`config.mk`:
```
export PLATFORM = sky130hd
export DESIGN_NAME = box_attr_ctrl_flat
export DESIGN_NICKNAME = d
export VERILOG_FILES = /design/src/rtl/box_attr_ctrl_if.sv /design/src/rtl/box_attr_ctrl.sv /design/src/flat_wrapper.sv
export SDC_FILE = /design/constraint.sdc
export NUM_CORES = 1
export LEC_CHECK = 0
export ABC_AREA = 1
export CORE_UTILIZATION = 46
export DETAILED_ROUTE_END_ITERATION = 10
export GPL_TIMING_DRIVEN = 0
export HOLD_SLACK_MARGIN = 0.05
export PLACE_DENSITY = 0.69
export SYNTH_ARGS = -nofsm -noshare
export SYNTH_HDL_FRONTEND = slang
export SYNTH_SLANG_ARGS = --single-unit
```
`constraint.sdc`:
```
create_clock -name clk -period 2.6 [get_ports clk]
set_clock_uncertainty 0.2 [all_clocks]
set_input_delay 0.52 -clock clk [delete_from_list [all_inputs] [get_ports clk]]
set_output_delay 0.52 -clock clk [all_outputs]
set_load 0.02 [all_outputs]
```
`src/rtl/box_attr_ctrl_if.sv`:
```
// Signal bundle between the clock/timer core, box_attr_ctrl and the VGA figure generator.
// The slave modport is the attribute controller; the master modport is whatever drives its inputs.
interface box_attr_ctrl_if;
  // Protocol: frame_tick and timer_done are single-cycle pulses; ring_ack is a level
  // that is sampled on every clk edge; edit_sel is a level sampled only on frame_tick.
  // The box colours, ring_on and ring_active are registered and change only on the
  // clk edge where frame_tick is high, holding their value between frame ticks.
  logic       frame_tick;
  logic       timer_done;
  logic       ring_ack;
  logic [1:0] edit_sel;

  logic [7:0] box_h_rgb;
  logic [7:0] box_f_rgb;
  logic [7:0] box_t_rgb;
  logic       ring_on;
  logic       ring_active;

  // Current ring FSM state, exposed for checkers and debug.
  logic [1:0] state_dbg;

  modport master (
    output frame_tick,
    output timer_done,
    output ring_ack,
    output edit_sel,
    input  box_h_rgb,
    input  box_f_rgb,
    input  box_t_rgb,
    input  ring_on,
    input  ring_active,
    input  state_dbg
  );

  modport slave (
    input  frame_tick,
    input  timer_done,
    input  ring_ack,
    input  edit_sel,
    output box_h_rgb,
    output box_f_rgb,
    output box_t_rgb,
    output ring_on,
    output ring_active,
    output state_dbg
  );
endinterface

```
`src/rtl/box_attr_ctrl.sv`:
```
// Frame-synchronous attribute controller for the hour/date/timer boxes: sequences the
// timer ring alert and the edit-cursor blink, updating all attributes only on frame_tick.
module box_attr_ctrl #(
  parameter logic [7:0] BASE_RGB     = 8'h1E,
  parameter logic [7:0] RING_RGB     = 8'hE0,
  parameter logic [7:0] EDIT_RGB     = 8'hFC,
  parameter int         BLINK_FRAMES = 30,
  parameter int         RING_BLINKS  = 10
) (
  input  logic            clk,
  input  logic            reset,
  box_attr_ctrl_if.slave  bus
);

  localparam logic [7:0] BF_LAST = 8'(BLINK_FRAMES - 1);
  localparam logic [7:0] RB_LAST = 8'(RING_BLINKS - 1);

  typedef enum logic [1:0] {
    IDLE     = 2'd0,
    RING_ON  = 2'd1,
    RING_OFF = 2'd2
  } state_t;

  state_t     state,        state_n;
  logic [7:0] fcnt,         fcnt_n;
  logic [7:0] bcnt,         bcnt_n;
  logic       req_pend,     req_pend_n;
  logic       ack_pend,     ack_pend_n;
  logic [1:0] esel,         esel_n;
  logic [7:0] ecnt,         ecnt_n;
  logic       ephase,       ephase_n;
  logic [7:0] box_h_q,      box_h_n;
  logic [7:0] box_f_q,      box_f_n;
  logic [7:0] box_t_q,      box_t_n;
  logic       ring_on_q,    ring_on_n;
  logic       ring_active_q, ring_active_n;

  always_ff @(posedge clk or negedge reset) begin
    if (!reset) begin
      state         <= IDLE;
      fcnt          <= 8'd0;
      bcnt          <= 8'd0;
      req_pend      <= 1'b0;
      ack_pend      <= 1'b0;
      esel          <= 2'b00;
      ecnt          <= 8'd0;
      ephase        <= 1'b0;
      box_h_q       <= BASE_RGB;
      box_f_q       <= BASE_RGB;
      box_t_q       <= BASE_RGB;
      ring_on_q     <= 1'b0;
      ring_active_q <= 1'b0;
    end else begin
      state         <= state_n;
      fcnt          <= fcnt_n;
      bcnt          <= bcnt_n;
      req_pend      <= req_pend_n;
      ack_pend      <= ack_pend_n;
      esel          <= esel_n;
      ecnt          <= ecnt_n;
      ephase        <= ephase_n;
      box_h_q       <= box_h_n;
      box_f_q       <= box_f_n;
      box_t_q       <= box_t_n;
      ring_on_q     <= ring_on_n;
      ring_active_q <= ring_active_n;
    end
  end

  always_comb begin
    state_n       = state;
    fcnt_n        = fcnt;
    bcnt_n        = bcnt;
    req_pend_n    = req_pend;
    ack_pend_n    = ack_pend;
    esel_n        = esel;
    ecnt_n        = ecnt;
    ephase_n      = ephase;
    box_h_n       = box_h_q;
    box_f_n       = box_f_q;
    box_t_n       = box_t_q;
    ring_on_n     = ring_on_q;
    ring_active_n = ring_active_q;

    // Events are latched every cycle but only acted on at a later frame_tick, so one
    // arriving on the tick itself waits for the next frame.
    if (state == IDLE && bus.timer_done) begin
      req_pend_n = 1'b1;
    end
    if (state != IDLE && bus.ring_ack) begin
      ack_pend_n = 1'b1;
    end

    if (bus.frame_tick) begin
      unique case (state)
        IDLE: begin
          if (req_pend) begin
            state_n    = RING_ON;
            fcnt_n     = 8'd0;
            bcnt_n     = 8'd0;
            req_pend_n = 1'b0;
          end
        end
        RING_ON: begin
          if (ack_pend) begin
            state_n    = IDLE;
            ack_pend_n = 1'b0;
          end else if (fcnt == BF_LAST) begin
            state_n = RING_OFF;
            fcnt_n  = 8'd0;
          end else begin
            fcnt_n = fcnt + 8'd1;
          end
        end
        RING_OFF: begin
          if (ack_pend) begin
            state_n    = IDLE;
            ack_pend_n = 1'b0;
          end else if (fcnt == BF_LAST) begin
            if (bcnt == RB_LAST) begin
              state_n    = IDLE;
              ack_pend_n = 1'b0;
            end else begin
              state_n = RING_ON;
              bcnt_n  = bcnt + 8'd1;
              fcnt_n  = 8'd0;
            end
          end else begin
            fcnt_n = fcnt + 8'd1;
          end
        end
        default: begin
          state_n    = IDLE;
          ack_pend_n = 1'b0;
        end
      endcase

      // A fresh selection (including a switch between boxes) restarts the blink in the OFF phase.
      esel_n = bus.edit_sel;
      if (bus.edit_sel == 2'b00 || bus.edit_sel != esel) begin
        ecnt_n   = 8'd0;
        ephase_n = 1'b0;
      end else if (ecnt == BF_LAST) begin
        ecnt_n   = 8'd0;
        ephase_n = ~ephase;
      end else begin
        ecnt_n = ecnt + 8'd1;
      end

      // Registered outputs reflect the state entered on this tick.
      box_h_n       = (esel_n == 2'b01 && ephase_n) ? EDIT_RGB : BASE_RGB;
      box_f_n       = (esel_n == 2'b10 && ephase_n) ? EDIT_RGB : BASE_RGB;
      if (state_n == RING_ON) begin
        box_t_n = RING_RGB;
      end else begin
        box_t_n = (esel_n == 2'b11 && ephase_n) ? EDIT_RGB : BASE_RGB;
      end
      ring_on_n     = (state_n == RING_ON);
      ring_active_n = (state_n != IDLE);
    end
  end

  assign bus.box_h_rgb   = box_h_q;
  assign bus.box_f_rgb   = box_f_q;
  assign bus.box_t_rgb   = box_t_q;
  assign bus.ring_on     = ring_on_q;
  assign bus.ring_active = ring_active_q;
  assign bus.state_dbg   = state;

endmodule

```
`src/flat_wrapper.sv`:
```
// flat-port wrapper written by rule: the top's interface ports become plain ports
module box_attr_ctrl_flat 
#(
  parameter logic [7:0] BASE_RGB     = 8'h1E,
  parameter logic [7:0] RING_RGB     = 8'hE0,
  parameter logic [7:0] EDIT_RGB     = 8'hFC,
  parameter int         BLINK_FRAMES = 30,
  parameter int         RING_BLINKS  = 10
)
  (clk, reset, bus_frame_tick, bus_timer_done, bus_ring_ack, bus_edit_sel, bus_box_h_rgb, bus_box_f_rgb, bus_box_t_rgb, bus_ring_on, bus_ring_active, bus_state_dbg);
  box_attr_ctrl_if bus_i ();
  input  logic clk;
  input  logic reset;
  input wire logic [$bits(bus_i.frame_tick)-1:0] bus_frame_tick;
  input wire logic [$bits(bus_i.timer_done)-1:0] bus_timer_done;
  input wire logic [$bits(bus_i.ring_ack)-1:0] bus_ring_ack;
  input wire logic [$bits(bus_i.edit_sel)-1:0] bus_edit_sel;
  output wire logic [$bits(bus_i.box_h_rgb)-1:0] bus_box_h_rgb;
  output wire logic [$bits(bus_i.box_f_rgb)-1:0] bus_box_f_rgb;
  output wire logic [$bits(bus_i.box_t_rgb)-1:0] bus_box_t_rgb;
  output wire logic [$bits(bus_i.ring_on)-1:0] bus_ring_on;
  output wire logic [$bits(bus_i.ring_active)-1:0] bus_ring_active;
  output wire logic [$bits(bus_i.state_dbg)-1:0] bus_state_dbg;
  assign bus_i.frame_tick = bus_frame_tick;
  assign bus_i.timer_done = bus_timer_done;
  assign bus_i.ring_ack = bus_ring_ack;
  assign bus_i.edit_sel = bus_edit_sel;
  assign bus_box_h_rgb = bus_i.box_h_rgb;
  assign bus_box_f_rgb = bus_i.box_f_rgb;
  assign bus_box_t_rgb = bus_i.box_t_rgb;
  assign bus_ring_on = bus_i.ring_on;
  assign bus_ring_active = bus_i.ring_active;
  assign bus_state_dbg = bus_i.state_dbg;
  box_attr_ctrl #(.BASE_RGB(BASE_RGB), .RING_RGB(RING_RGB), .EDIT_RGB(EDIT_RGB), .BLINK_FRAMES(BLINK_FRAMES), .RING_BLINKS(RING_BLINKS)) u_core (.clk(clk), .reset(reset), .bus(bus_i));
endmodule
```
; Word-level counts from Yosys, hierarchy flattened
; Index checks and enable logic that the tools add are counted.
[op_classes]
n_addsub = 3
eq_ne = 16
mux = 39
bitwise = 1
n_reduce_logical = 14
[op_table]
columns = op, n
row1 = $mux W8, 15
row2 = $add A8 B1 Y8 const B, 3
row3 = $pmux W8 S3, 1
row4 = $eq A8 B5 Y1 const B, 2
row5 = $pmux W8 S2, 1
row6 = $mux W1, 14
row7 = $mux W2, 6
row8 = $reduce_and A6 Y1, 2
row9 = $eq A8 B4 Y1 const B, 1
row10 = $eq A2 B1 Y1 const B, 3
row11 = $eq A2 B2 Y1 const B, 3
row12 = $ne A2 B2 Y1 const B, 3
row13 = $pmux W2 S3, 1
row14 = $reduce_bool A2 Y1, 3
row15 = $logic_and A1 B1 Y1, 5
row16 = $logic_not A2 Y1, 2
row17 = $ne A2 B1 Y1 const B, 2
row18 = $ne A3 B3 Y1 const B, 1
row19 = $pmux W1 S3, 1
row20 = $reduce_bool A3 Y1, 1
row21 = $ne A2 B2 Y1, 1
row22 = $logic_or A1 B1 Y1, 1
row23 = $not A1 Y1, 1
[totals]
regBits = 57
in_bits = 7
out_inout_bits = 28
wordCells = 86

; Logic depth before layout (Yosys ltp)
; Gate-level depths: netlist (run 1).
[logic_depth]
ltp_word = 8
ltp_mapped = 12
depth_no_buf = 12

; Worst setup path after synthesis (run 1)
; No wires, ideal clock.
[synth_timing]
kind = register to register
from = register u_core.state[0], in the netlist u_core.bus.state_dbg[0]
to = register u_core.bcnt[0]
setup_ns = 0.132
t_arrival_ns = 1.744
t_required_ns = 2.268
setup_slack_ns = 0.525
stages_incl_launch_ff = 12
synth_period_minus_slack_ns = 2.075
path_cell_list = dfrtp_1 > inv_1 > ha_1 > inv_1 > or2_1 > nand2_2 > nor2_1 > o211ai_4 > nor2_8 > inv_4 > nand2_1 > o31ai_1
[synth_via]
elab_chain_cells = 3
word_cells_on_any_way = 9
classes_between = eq/ne (5) / mux (1) / reduce/logical (3)
[synth_lines]
columns = item, line_no
row1 = start: declaration, box_attr_ctrl.sv:24  ; state_t state, state_n;
row2 = start signal: assignment, box_attr_ctrl.sv:54  ; state <= state_n;
row3 = $eq A2 B2 Y1 / $logic_not A2 Y1 (equally long branches), box_attr_ctrl.sv:95  ; unique case (state)
row4 = "$ne A2 B2 Y1 (no line), or another cell as far along", -
row5 = $reduce_and A6 Y1 (no line), -
row6 = end signal: assignment, box_attr_ctrl.sv:56  ; bcnt <= bcnt_n;
row7 = end: declaration, box_attr_ctrl.sv:26  ; logic [7:0] bcnt, bcnt_n;
; Several ways; a longest one is shown, not always the timed one.
; A chain may end at the register's enable or synchronous reset.

==> reports/summary.txt, run 1 <==
Crit Path Max Fanout -> 4
Clock insertion delay at the later pin of the skew report -> 0.29 ns
Worst-case clock buffer depth -> 2
Max Cap Viol -> 0
Setup WS pre-CTS -> 0.327 ns
Die Y -> 74.7 µm
R2R depth -> 11
Pleak -> 1.41 nW
Count of flip-flops with a built-in enable after synthesis -> 0
Top cell type's share of synthesized area -> 37.0%
Layout area overhead -> 20.3%
Max Slew Vio Count -> 0
Clk slew on worst S/H paths -> 0.08 ns
Switching pwr -> 0.811 mW
Highest Clock Rate -> 445 MHz
Buffers on Ports -> 24
Gate count after technology mapping -> 297
Final ANT Viol Nets -> 0
Worst path depth -> 2
Comb power frac -> 39.6%
Layout Utilization -> 57.3%
CP endpoint kind -> output port
Critical path arrival -> 1.53 ns
Final setup vio count -> 0
Vias/cell -> 4.82
Int Power -> 1.39 mW
Worst hold path cell count -> 2
Cts bufs inserted -> 5
First-pass GRT wire length -> 7590 µm
Clock share of power -> 23.0%
Total track usage -> 18.0%
Overall Power -> 2.20 mW
Leading post-synthesis cells by cell area -> dfrtp_1, nand2_1, buf_4
Synth cell count leaders -> nand2_1, dfrtp_1, inv_1, nor2_1, nand3_1
Final setup TNS -> 0 ns
Number of global-route vias before repair -> 1722
CTS tree -> built
Ys async rst share -> 100%
GPL Wtd Cong -> 0.846
Final nets -> 354
Number of synthesized register bits -> 40
Final instance area -> 2930 µm²
Avg Cell Area, Syn -> 8.19 µm²
Site row count -> 26
Placed cell areas -> 2810 µm²
Ys flop type -> dfrtp_1
DP HPWL -> 3470 µm
Post-CTS Resized -> 0
CTS Hold Bufs -> 1
Placeable core area -> 5110 µm²
Final period utilization -> 86.5%
Ys Warns -> 0
Worst hold margin -> 0.274 ns
Max rail drop VDD -> 473 µV
Initial cell density of the core -> 47.6%
H-tree Lvls -> 2
CP bufs+invs -> 2
Initial DRC Count -> 89
Antenna violations before repair -> 0
DR WL/cell -> 11.4 µm
CP Data Required Time -> 1.88 ns
Count leader, synth -> nand2_1
IO Count -> 35
Largest net degree at the start of global routing -> 23
Post-route setup slack -> 0.350 ns
Final wirelength -> 4640 µm
Inst Count DP -> 399
Fraction of layout cells with a size suffix above 1 -> 14.5%
ANT cells -> 0
Worst min-delay path class -> flip-flop to flip-flop
CP cell instances -> buf_4, clkdlybuf4s50_1
Period minus WS final -> 2.25 ns
Seq pwr share -> 37.4%
Cell variety after synth -> 40
Clock sinks -> 40
Die ar. -> 5590 µm²
Sw Ratio -> 36.8%
Critical path's largest stage delay -> 0.58 ns
Drt drc -> 0
Unrepaired setup endpoints after global routing -> no
Outcome -> completed
CTS root buf -> clkbuf_8
Pwr Density -> 753 nW/µm²
Slowest cell on crit path -> clkdlybuf4s50_1
Layout Cells excl Fill -> 408
Post-CTS Setup Bufs -> 0
Die width -> 74.7 µm
CP top delay family -> buffers and inverters
DR vias -> 1968
Crit path kind -> flip-flop to output port
Drt first pass iters -> 5
Synth area leader -> dfrtp_1
Final hold vios -> 0
Sequential share of the synthesized area -> 41.3%
Layout filler cell count -> 487
Crit start category -> flip-flop
Grt ovf -> 0
Cell area after synthesis -> 2430 µm²
==> path summary, 6_finish.rpt <==
path                                                      from                                  end  slack, ns
min reg2reg                u_core.bus.box_f_rgb[1]$_DFFE_PN1P_  u_core.bus.box_f_rgb[1]$_DFFE_PN1P_       0.27
max reg2reg                u_core.bus.state_dbg[0]$_DFFE_PN0P_           u_core.bcnt[1]$_DFFE_PN0P_       0.42
min                        u_core.bus.box_f_rgb[1]$_DFFE_PN1P_  u_core.bus.box_f_rgb[1]$_DFFE_PN1P_       0.27
max                        u_core.bus.box_t_rgb[4]$_DFFE_PN1P_                     bus_box_t_rgb[3]       0.35
min in group asynchronous                                reset           u_core.bcnt[6]$_DFFE_PN0P_       0.53
max in group asynchronous                                reset  u_core.bus.box_t_rgb[4]$_DFFE_PN1P_       1.13
==> worst reg2reg max path: stages, from the launching register on <==
cell	delay [ns]
dfrtp_1	0.42
inv_1	0.12
ha_1	0.30
inv_1	0.11
or2_1	0.14
nand2_2	0.08
nor2_1	0.16
o211ai_4	0.14
nor2_8	0.19
inv_4	0.07
nand2_1	0.06
o31ai_1	0.07
==> layout make-up <==
class	instances	area (µm²)	area share, %
Multi-Input combinational cell	213	1190	40.7
Timing Repair Buffer	26	273	9.32
Buffer	21	145	4.96
Clock inverter	2	35.0	1.20
Inverter	30	118	4.02
Tap cell	70	87.6	2.99
Sequential cell	40	1010	34.4
Clock buffer	6	72.6	2.48
==> power groups by stage <==
stage / logic, mW / clock network [mW] / registers [mW]
6_report: 0.874 / 0.507 / 0.824
5_1_grt: 0.965 / 0.542 / 0.842
4_1_cts: 0.879 / 0.523 / 0.824
3_5_place_dp: 0.875 / 0 / 0.835
3_3_place_gp: 0.861 / 0 / 0.835
2_1_floorplan: 0.535 / 0 / 0.881
==> cells in the final DEF, fill, tap and decap left out, drive strengths merged, types with 10 or more instances in the layout <==
master and instances:
nand2 75, dfrtp 36, inv 30, nor2 30
clkdlybuf4s50 23, buf 20, nand3 19, o21ai 17
a21oi 13, ha 10
==> flip-flops by register name (all words and copies together) (netlist names) <==
register / cells
u_core.bus.box_h_rgb: 2
u_core.bus.box_f_rgb: 2
u_core.fcnt: 8
u_core.bus.ring_active: 1
u_core.ephase: 1
u_core.ecnt: 8
u_core.esel: 2
u_core.ack_pend: 1
u_core.req_pend: 1
u_core.bus.state_dbg: 2
u_core.bus.ring_on: 1
u_core.bus.box_t_rgb: 3
u_core.bcnt: 8
==> routing by layer <==
| layer | track usage (%) | up-vias | wire (µm) |
|---|---|---|---|
| met5 | 0 | - | 0 |
| met4 | 6.92 | 0 | 64 |
| met3 | 4.15 | 4 | 184 |
| met2 | 27.5 | 38 | 2150 |
| met1 | 24.8 | 914 | 2240 |
| li1 | - | 1012 | - |
==> cells by family after synthesis <==
| kind of cell | Yosys count | share of synthesized area (%) |
|---|---|---|
| AO/OA/AOI/OAI | 40 | 10.5 |
| adder cells (fa/ha/maj) | 10 | 5.14 |
| buffers and inverters | 51 | 10.8 |
| flip-flops | 40 | 41.3 |
| other | 2 | 0.309 |
| multiplexers | 1 | 0.411 |
| AND/OR/NAND/NOR | 142 | 27.6 |
| XOR/XNOR | 11 | 3.96 |
Note: power is estimated with default switching activity, not from simulation.
==> inputs of run 2 (changes only) <==
--- a/config.mk
+++ b/config.mk
@@ -11,6 +11,7 @@
 export GPL_TIMING_DRIVEN = 0
 export HOLD_SLACK_MARGIN = 0.05
 export PLACE_DENSITY = 0.69
+export REMOVE_ABC_BUFFERS = 1
 export SYNTH_ARGS = -nofsm -noshare
 export SYNTH_HDL_FRONTEND = slang
 export SYNTH_SLANG_ARGS = --single-unit
==> run 2 against run 1 <==
Against the previous run: the flow now finishes with violations (DRC); clock power decreased by 21%; core utilization decreased by 3.3 points; design area decreased by 5.8%; fmax decreased by 5.8%; critical path type is now input pin to flip-flop; largest power group is now sequential cells; highest routed layer unchanged.
==> reports/summary.txt, run 2 (synthesized netlist as in run 1, its figures left out) <==
Outcome -> complete, but fails checks (was completed)
Failing checks -> DRC
Grt met2 use -> 25.5% (was 27.5%)
Max Slew Vio Count -> 0 (unchanged)
GR peak layer -> met2 (unchanged)
Sw Ratio -> 38.7% (was 36.8%)
Comb power frac -> 39.8% (was 39.6%)
Final instance area -> 2760 µm² (was 2930 µm²)
Total track usage -> 16.6% (was 18.0%)
Grt met1 use -> 23.9% (was 24.8%)
Cts bufs inserted -> 5 (unchanged)
R2R depth -> 11 (unchanged)
Clock sinks -> 40 (unchanged)
Commonest non-fill, non-tap cell in the layout -> nand2_1 (unchanged)
Pwr Density -> 737 nW/µm² (was 753 nW/µm²)
Seq pwr share -> 40.4% (was 37.4%)
CTS root buf -> clkbuf_8 (unchanged)
Period minus WS final -> 2.39 ns (was 2.25 ns)
Area of the multi-input gates -> 1190 µm² (unchanged)
DR WL/cell -> 11.4 µm (about the same)
Grt ovf -> 0 (unchanged)
Final ANT Viol Nets -> 0 (unchanged)
IO Count -> 35 (unchanged)
CP endpoint kind -> flip-flop (was output port)
Most frequent cells in the layout -> nand2_1, dfrtp_1, inv_1, nor2_1, clkdlybuf4s50_1 (unchanged)
Crit start category -> input pin (was flip-flop)
Pleak -> 1.30 nW (was 1.41 nW)
Die width -> 74.7 µm (unchanged)
H-tree Lvls -> 2 (unchanged)
Slew HR -> 59.5%
Placeable core area -> 5110 µm² (unchanged)
Number of global-route vias before repair -> 1601 (was 1722)
CP Data Required Time -> 2.56 ns (was 1.88 ns)
Post-route setup slack -> 0.213 ns (was 0.350 ns)
Largest net degree at the start of global routing -> 30 (was 23)
Worst hold margin -> 0.269 ns (was 0.274 ns)
Overall Power -> 2.03 mW (was 2.20 mW)
Die Y -> 74.7 µm (unchanged)
Setup WS pre-CTS -> -0.415 ns (was 0.327 ns)
Layout Utilization -> 54.0% (was 57.3%)
Max rail drop VDD -> 565 µV (was 473 µV)
Antenna violations before repair -> 0 (unchanged)
Initial DRC Count -> 117 (was 89)
Crit Path Max Fanout -> 18 (was 4)
GPL Wtd Cong -> 0.831 (was 0.846)
Worst hold path cell count -> 2 (unchanged)
Largest regs -> u_core.bcnt (8), u_core.ecnt (8), u_core.fcnt (8) (unchanged)
Clock share of power -> 19.8% (was 23.0%)
Met3 GRT Util -> 3.21% (was 4.15%)
Switching pwr -> 0.788 mW (was 0.811 mW)
Placed cell areas -> 2670 µm² (was 2810 µm²)
Final period utilization -> 91.8% (was 86.5%)
Crit path kind -> input pin to flip-flop (was flip-flop to output port)
Highest Clock Rate -> 419 MHz (was 445 MHz)
Buffers on Ports -> 25 (was 24)
Fraction of layout cells with a size suffix above 1 -> 9.12% (was 14.5%)
Layout area overhead -> 13.4% (was 20.3%)
CTS tree -> built (unchanged)
First-pass GRT wire length -> 7120 µm (was 7590 µm)
Site row count -> 26 (unchanged)
ANT cells -> 0 (unchanged)
Int Power -> 1.25 mW (was 1.39 mW)
Worst min-delay path class -> flip-flop to flip-flop (unchanged)
Final setup vio count -> 0 (unchanged)
Worst-case clock buffer depth -> 2 (unchanged)
Die ar. -> 5590 µm² (unchanged)
Worst-margin pin slew -> 0.608 ns
Final nets -> 334 (was 354)
Clk slew on worst S/H paths -> 0.07 ns (was 0.08 ns)
Reg area -> 1010 µm² (unchanged)
Unrepaired setup endpoints after global routing -> no (unchanged)
Final wirelength -> 4410 µm (was 4640 µm)
DP HPWL -> 3270 µm (was 3470 µm)
Final hold vios -> 0 (unchanged)
Drt first pass iters -> 7 (was 5)
Drt drc -> 1 (was 0)
Vias/cell -> 4.83 (was 4.82)
Critical path arrival -> 2.35 ns (was 1.53 ns)
Initial cell density of the core -> 47.6% (unchanged)
Layout filler cell count -> 476 (was 487)
DR vias -> 1873 (was 1968)
Max Cap Viol -> 0 (unchanged)
Clock insertion delay at the later pin of the skew report -> 0.29 ns (about the same)
[run 2: changes by cell type in the layout (fill, tap and decap cells not counted), sizes merged]
cell / delta
clkdlybuf4s15: +1
bufinv: -1
buf: -18
clkbuf: -2
[run 2: per-layer routing]
metal | vias to the layer above | share of wire [%] | wire length [µm]
met2 | 29 | 45 | 2000
li1 | 969 | - | -
met5 | - | 0 | 0
met1 | 868 | 51 | 2230
met4 | 0 | 1.4 | 62
met3 | 7 | 2.6 | 114
[run 2: critical path, stage by stage]
cell	delay, ns
clkdlybuf4s15_1	0.56
inv_1	0.42
nor2_1	0.29
o211ai_4	0.14
nor2_8	0.19
inv_4	0.07
nand2_1	0.07
o31ai_1	0.08
[run 2: layout make-up]
class / count / area share, %
inverter: 30 / 4.26
timing repair buffer: 27 / 9.98
sequential: 40 / 36.5
tap: 70 / 3.17
clock inverter: 1 / 0.181
multi-input combinational: 213 / 43.2
clock buffer: 7 / 2.77
[run 2: metrics by stage]
stage,TNS [ns],cells
after floorplan,0,283
after global placement,-14.35,378
after detailed placement,-6.12,379
after CTS,0,388
after global routing,0,388
final,0,388
[run 2: power by group through the flow]
stage | logic, mW | clock network (mW) | registers [mW]
after detailed placement | 0.815 | 0 | 0.831
after floorplan | 0.424 | 0 | 0.929
after CTS | 0.818 | 0.411 | 0.822
after global placement | 0.804 | 0 | 0.832
after global routing | 0.898 | 0.425 | 0.839
final | 0.810 | 0.403 | 0.821
[run 2: worst paths after layout]
kind / slack [ns] / to / from
max: 0.21 / u_core.bcnt[0]$_DFFE_PN0P_ / bus_frame_tick
min: 0.27 / u_core.bus.box_h_rgb[1]$_DFFE_PN1P_ / u_core.bus.box_h_rgb[1]$_DFFE_PN1P_
max reg2reg: 0.36 / u_core.bcnt[0]$_DFFE_PN0P_ / u_core.bus.state_dbg[0]$_DFFE_PN0P_
min reg2reg: 0.27 / u_core.bus.box_h_rgb[1]$_DFFE_PN1P_ / u_core.bus.box_h_rgb[1]$_DFFE_PN1P_
max in group asynchronous: 1.23 / u_core.bus.box_t_rgb[4]$_DFFE_PN1P_ / reset
min in group asynchronous: 0.43 / u_core.ecnt[5]$_DFFE_PN0P_ / reset
[run 2: timing repair]
item	in CTS	in global routing
endpoints found under the hold margin	11	0
hold buffers	1	0
gates resized for setup	1	1
buffers inserted	0	0
endpoints found under the setup margin	9	1
